[config.mk]
export PLATFORM = sky130hd
export DESIGN_NAME = video_frame_stat
export DESIGN_NICKNAME = d
export VERILOG_FILES = /design/src/rtl/video_stat_pkg.sv /design/src/rtl/video_sync_edge.sv /design/src/rtl/video_frame_stat.sv
export SDC_FILE = /design/constraint.sdc
export NUM_CORES = 1
export LEC_CHECK = 0
export CAP_MARGIN = 0
export CELL_PAD_IN_SITES_DETAIL_PLACEMENT = 0
export CELL_PAD_IN_SITES_GLOBAL_PLACEMENT = 2
export CORE_MARGIN = 2
export CORE_UTILIZATION = 35
export DETAILED_ROUTE_END_ITERATION = 8
export GPL_TIMING_DRIVEN = 0
export PLACE_DENSITY = 0.81
export SLEW_MARGIN = 10
export SYNTH_ARGS = -nofsm -noshare
export SYNTH_HDL_FRONTEND = slang
export SYNTH_SLANG_ARGS = --single-unit
export TNS_END_PERCENT = 100
[constraint.sdc]
create_clock -name clk -period 4.9 [get_ports clk]
set_input_delay 1.47 -clock clk [delete_from_list [all_inputs] [get_ports clk]]
set_output_delay 1.47 -clock clk [all_outputs]
set_load 0.005 [all_outputs]
[src/rtl/video_stat_pkg.sv]
// Shared types and width helpers for the video frame statistics monitor.
package video_stat_pkg;

    typedef enum logic {IDLE, FRAME} state_t;

    function automatic int cnt_w(input int max_val);
        return $clog2(max_val + 1);
    endfunction

    // Sum width covers PIXEL_MAX * LINE_SIZE_MAX * FRAME_LINES_MAX, so no saturation.
    function automatic int sum_w(input int pix_w, input int line_max, input int frame_max);
        return pix_w + cnt_w(line_max) + cnt_w(frame_max);
    endfunction

endpackage

[src/rtl/video_sync_edge.sv]
// Registers a sync signal and flags its rising/falling edges.
module video_sync_edge #(
    parameter logic RST_VAL = 1'b0
) (
    input  logic clk,
    input  logic rst,
    input  logic sig,
    output logic rise,
    output logic fall
);

    logic prev;
    logic armed;

    // No edge is reported on the first sample after reset: there is no prior value.
    always_ff @(posedge clk or negedge rst) begin
        if (!rst) begin
            prev  <= RST_VAL;
            armed <= 1'b0;
        end else begin
            prev  <= sig;
            armed <= 1'b1;
        end
    end

    assign rise = armed &  sig & ~prev;
    assign fall = armed & ~sig &  prev;

endmodule

[src/rtl/video_frame_stat.sv]
// Frame statistics monitor: registered pass-through plus per-frame geometry/pixel stats.
module video_frame_stat
    import video_stat_pkg::*;
#(
    parameter  int PIXEL_WIDTH     = 8,
    parameter  int LINE_SIZE_MAX   = 4096,
    parameter  int FRAME_LINES_MAX = 4096,
    localparam int W_W = cnt_w(LINE_SIZE_MAX),
    localparam int H_W = cnt_w(FRAME_LINES_MAX),
    localparam int S_W = sum_w(PIXEL_WIDTH, LINE_SIZE_MAX, FRAME_LINES_MAX)
) (
    input  logic                   clk,
    input  logic                   rst,
    input  logic [PIXEL_WIDTH-1:0] di_i,
    input  logic                   de_i,
    input  logic                   hs_i,
    input  logic                   vs_i,
    output logic [PIXEL_WIDTH-1:0] do_o,
    output logic                   de_o,
    output logic                   hs_o,
    output logic                   vs_o,
    output logic [W_W-1:0]         stat_width,
    output logic [H_W-1:0]         stat_height,
    output logic [S_W-1:0]         stat_sum,
    output logic [PIXEL_WIDTH-1:0] stat_min,
    output logic [PIXEL_WIDTH-1:0] stat_max,
    output logic                   stat_err,
    output logic                   stat_vld,
    output logic [15:0]            frame_cnt
);

    typedef struct packed {
        logic [W_W-1:0]         width;
        logic [H_W-1:0]         height;
        logic [S_W-1:0]         sum;
        logic [PIXEL_WIDTH-1:0] min;
        logic [PIXEL_WIDTH-1:0] max;
        logic                   err;
    } video_stat_t;

    localparam video_stat_t ACC_CLR = '{width: '0, height: '0, sum: '0,
                                        min: '1, max: '0, err: 1'b0};

    logic        hs_rise, hs_fall_unused, vs_rise, vs_fall;
    state_t      state;
    video_stat_t acc, nxt, stat_q;
    logic [W_W-1:0] pix_cnt, pix_nxt;
    logic        first, first_nxt;

    video_sync_edge #(.RST_VAL(1'b1)) u_hs_edge (
        .clk(clk), .rst(rst), .sig(hs_i), .rise(hs_rise), .fall(hs_fall_unused));

    video_sync_edge #(.RST_VAL(1'b0)) u_vs_edge (
        .clk(clk), .rst(rst), .sig(vs_i), .rise(vs_rise), .fall(vs_fall));

    always_ff @(posedge clk or negedge rst) begin
        if (!rst) begin
            do_o <= '0;
            de_o <= 1'b0;
            hs_o <= 1'b1;
            vs_o <= 1'b0;
        end else begin
            do_o <= di_i;
            de_o <= de_i;
            hs_o <= hs_i;
            vs_o <= vs_i;
        end
    end

    // One cycle of accumulation: start-of-frame clear, pixel, then line close.
    always_comb begin
        nxt       = acc;
        pix_nxt   = pix_cnt;
        first_nxt = first;
        if (vs_rise) begin
            nxt       = ACC_CLR;
            pix_nxt   = '0;
            first_nxt = 1'b1;
        end
        if (de_i) begin
            if (hs_i || !vs_i || pix_nxt == W_W'(LINE_SIZE_MAX)) begin
                nxt.err = 1'b1;
            end else begin
                pix_nxt = pix_nxt + 1'b1;
                nxt.sum = nxt.sum + S_W'(di_i);
                if (di_i < nxt.min) nxt.min = di_i;
                if (di_i > nxt.max) nxt.max = di_i;
            end
        end
        // A falling vs also closes a still-open line, so no line is lost.
        if ((hs_rise || vs_fall) && pix_nxt != '0) begin
            if (nxt.height == H_W'(FRAME_LINES_MAX)) begin
                nxt.err = 1'b1;
            end else begin
                if (first_nxt) begin
                    nxt.width = pix_nxt;
                    first_nxt = 1'b0;
                end else if (pix_nxt != nxt.width) begin
                    nxt.err = 1'b1;
                end
                nxt.height = nxt.height + 1'b1;
            end
            pix_nxt = '0;
        end
    end

    always_ff @(posedge clk or negedge rst) begin
        if (!rst) begin
            state     <= IDLE;
            acc       <= '0;
            pix_cnt   <= '0;
            first     <= 1'b0;
            stat_q    <= '0;
            stat_vld  <= 1'b0;
            frame_cnt <= '0;
        end else begin
            stat_vld <= 1'b0;
            case (state)
                IDLE: begin
                    if (vs_rise) begin
                        acc     <= nxt;
                        pix_cnt <= pix_nxt;
                        first   <= first_nxt;
                        state   <= FRAME;
                    end
                end
                FRAME: begin
                    acc     <= nxt;
                    pix_cnt <= pix_nxt;
                    first   <= first_nxt;
                    if (vs_fall) begin
                        stat_q    <= nxt;
                        stat_vld  <= 1'b1;
                        frame_cnt <= frame_cnt + 16'd1;
                        state     <= IDLE;
                    end
                end
            endcase
        end
    end

    assign stat_width  = stat_q.width;
    assign stat_height = stat_q.height;
    assign stat_sum    = stat_q.sum;
    assign stat_min    = stat_q.min;
    assign stat_max    = stat_q.max;
    assign stat_err    = stat_q.err;

endmodule

==> flow_summary.ini <==
[critical_path]
critPathLaunch = vs_i
crit_chain = clkdlybuf4s50_1, buf_4, and3b_2, clkbuf_8, clkbuf_8, buf_8, buf_8, buf_6, nor2_1, ha_1, o21ai_0, nand2b_1, a21oi_4, nor3_1, clkbuf_4, and4_2, nand3_1, xor2_1, nor2_1
critPathLaunchType = input pin
rrSetupSlack_ns = 1.17
endpoint_kind = register
worstPathMaxFanout = 10
reg2reg_depth = 10
worstPathRequired_ns = 5.20
worst-setup-path-type = input pin to register
r2r_start = pix_cnt[0]$_DFFE_PN0P_
critPathSlowestCell = clkdlybuf4s50_1
crit_arrival_ns = 5.13
r2r-end = acc[55]$_DFFE_PN0P_
cp_slowest_stage_delay_ns = 0.48

[global_route]
grt_max_degree = 91
antenna_found_initial = 1
grt_pass1_wl_um = 52300
gr-total-overflow = 0
grt_pass1_vias = 8827
track_usage_pct = 22.3

[final_layout]
final_area_um2 = 12900
syn_to_final_growth_pct = 26.0
stdcell_count = 1675
nets = 1317
drive_gt1_share_pct = 8.14

[clocking]
root_buffer = clkbuf_16
worstSkewPairLatency_ns = 0.45
hold_buffers = 0
clock_path_buffers = 2
cts_buffers = 17
cts_tree = yes
htree_levels = 4
clock-sinks = 198
path_clk_slew_ns = 0.08

[placement]
post-place-ws_ns = -2.09
placed_area_um2 = 12000
placed_cells = 1632
hpwl_um = 24000
gp_congestion = 0.905
port_buffers = 117

[routing]
route.detailed.drc = 0
num_vias = 8931
post_drt_wl_per_cell_um = 20.1
wl_um = 33600
viasPerCell = 5.33
drtIter0Drc = 708
dr.pass1.iters = 5
ant_nets = 0

[synthesis]
yosysMostFrequentCell = nand2_1
synth_area_leader_cell = dfrtp_1
synth_edf_count = 0
synth_area_per_cell_um2 = 9.08
synth_nets = 1169
synth_commonest_cells = nand2_1 (220), dfrtp_1 (197), nor2_1 (117)
postSynthCellCount = 1129
seq_area_frac_synth_pct = 48.3
synth_area_leaders = dfrtp_1 (48%), nand2_1 (8.1%), nor2_1 (4.3%)
async_reset_ff_share_pct = 100
synthDistinctLibCells = 70
ys_ff_latch = 198
synth_warnings = 0
synth_top_area_share_pct = 48.1
ys.flop_type = dfrtp_1
netlist_area_um2 = 10300

[die]
die-area_um2 = 30700
rows = 62
initial_core_util_pct = 35.6
core_area_um2 = 28800
boundaryPins = 118
die_w_um = 175
dieHeight_um = 175

[min_path]
holdPathEnd = frame_cnt[15]$_DFFE_PN0P_
min_from = frame_cnt[15]$_DFFE_PN0P_
min_path_cells = 1
min_path_type = register to register

[sta]
fin_worst_skew_ns = 0.0163
fmax_mhz = 207
rsz0062_at_grt = true
fin_crit_sh_pct = 98.5
maxSlewViolCount = 0
maxSlewHeadroom_pct = 32.4
finalHoldViolCount = 0
finalSetupViolCount = 0
worstMarginPinSlew_ns = 1.01
worst_slack_ns = 0.0713
hold_slack_ns = 0.471
post-route-min-period_ns = 4.83

[flow_run]
maxCapViolCount = 0

[power]
power_uw = 4990
switchingPower_uw = 1640
ir_drop_mv = 0.230
swShare_pct = 33.0
p_leak_uw = 0.00554
pwr-share-clk_pct = 31.6
comb_power_share_pct = 27.4
internal_power_uw = 3340
power_density_nw_per_um2 = 386
seqPwrFrac_pct = 41.0

[outcome]
status = finished clean
-- power groups by stage --
stage               Sequential [uW]  Clock (uW)  Combinational, uW
finish                         2050        1570               1370
global route                   2080        1670               1500
CTS                            2050        1610               1310
detailed placement             2080           0               1270
global placement               2070           0               1260
floorplan                      2040           0                636
-- routing by layer --
metal  up-vias  track usage [%]  share of wire [%]
met5         -                0                  0
met4         0             6.46                1.7
met3        24             3.35                5.6
met2       287             35.3                 46
met1      4398             31.6                 46
li1       4222                -                  -
-- through the flow --
step | util (%) | setup TNS, ns
floorplan | - | 0
global placement | 41.4 | -1441.80
detailed placement | 41.6 | -148.45
CTS | 44.4 | -0.107
global route | 44.9 | -0.423
finish | 44.9 | 0
-- flip-flops by register name, summed over array words and instances (netlist names), 8 cells and up --
| signal | count |
|---|---|
| acc | 77 |
| stat_sum | 34 |
| frame_cnt | 16 |
| pix_cnt | 13 |
| stat_height | 13 |
| stat_width | 13 |
| do_o | 8 |
| stat_max | 8 |
| stat_min | 8 |
-- worst max-delay path, delay by kind of cell --
| family | cells | cell delay (ns) |
|---|---|---|
| AOI/OAI and AO/OA | 2 | 0.52 |
| buffers and inverters | 8 | 1.68 |
| adders and majority gates | 1 | 0.33 |
| and+or+nand+nor | 7 | 0.95 |
| xor gates and xnor gates | 1 | 0.15 |
-- layout make-up --
| class | count | area (um2) |
|---|---|---|
| fill | 2849 | 15900 |
| multi-input combinational | 853 | 5130 |
| sequential | 198 | 4960 |
| timing repair buffer | 130 | 1310 |
| tap | 384 | 480 |
| clock buffer | 17 | 425 |
| buffer | 62 | 329 |
| clock inverter | 15 | 228 |
| inverter | 15 | 56.3 |
| antenna | 1 | 2.50 |
-- placed cells by master (no fill, tap or decap), types with 4 or more instances in the layout --
cell type	count
a21o_1	8
a21oi_1	32
a221oi_1	4
a22o_1	11
a311oi_1	4
a31o_2	4
a31oi_1	16
and2_1	18
and3_1	13
buf_1	4
buf_2	6
buf_4	13
buf_8	4
clkbuf_1	39
clkbuf_16	17
clkdlybuf4s50_1	116
dfrtp_1	197
ha_1	26
inv_1	14
inv_8	4
mux2i_1	11
nand2_1	220
nand2b_1	5
nand3_1	41
nand4_1	27
nor2_1	117
nor2b_1	5
nor3_1	17
nor4_1	10
o21ai_0	59
o21ai_1	15
o22a_1	8
o31ai_1	7
or2_2	8
or3_1	6
xnor2_1	40
xor2_1	49
-- cell families (layout without fill, tap and decap cells) --
family                   after synthesis  after routing  share of synthesized area [%]
multiplexers                          12             12                           1.18
other                                  1              2                         0.0366
XOR/XNOR                              90             90                           7.82
flip-flops                           198            198                           48.3
AO/OA/AOI/OAI                        206            206                           13.1
adder cells (fa/ha/maj)               27             27                           3.37
buffers and inverters                 78            239                           2.95
AND/OR/NAND/NOR                      517            517                           23.2
-- how the worst max path moves through the flow --
| stage | to | depth (start not counted) | slack [ns] |
|---|---|---|---|
| 5_1_grt | acc[50]$_DFFE_PN0P_ | 18 | -0.09 |
| 6_report | acc[47]$_DFFE_PN0P_ | 19 | 0.07 |
| 2_1_floorplan | acc[30]$_DFFE_PN0P_ | 17 | 0.1 |
| 3_3_place_gp | stat_sum[22]$_DFFE_PN0P_ | 1 | -6.54 |
| 3_5_place_dp | acc[39]$_DFFE_PN0P_ | 17 | -2.09 |
| 4_1_cts | acc[39]$_DFFE_PN0P_ | 17 | -0.06 |
-- timing repair --
item	in CTS	in global routing
buffers inserted	7	4
setup endpoints to repair	111	51
pin swaps	2	6
gates resized for setup	33	24
(Power assumes the default switching activity.)
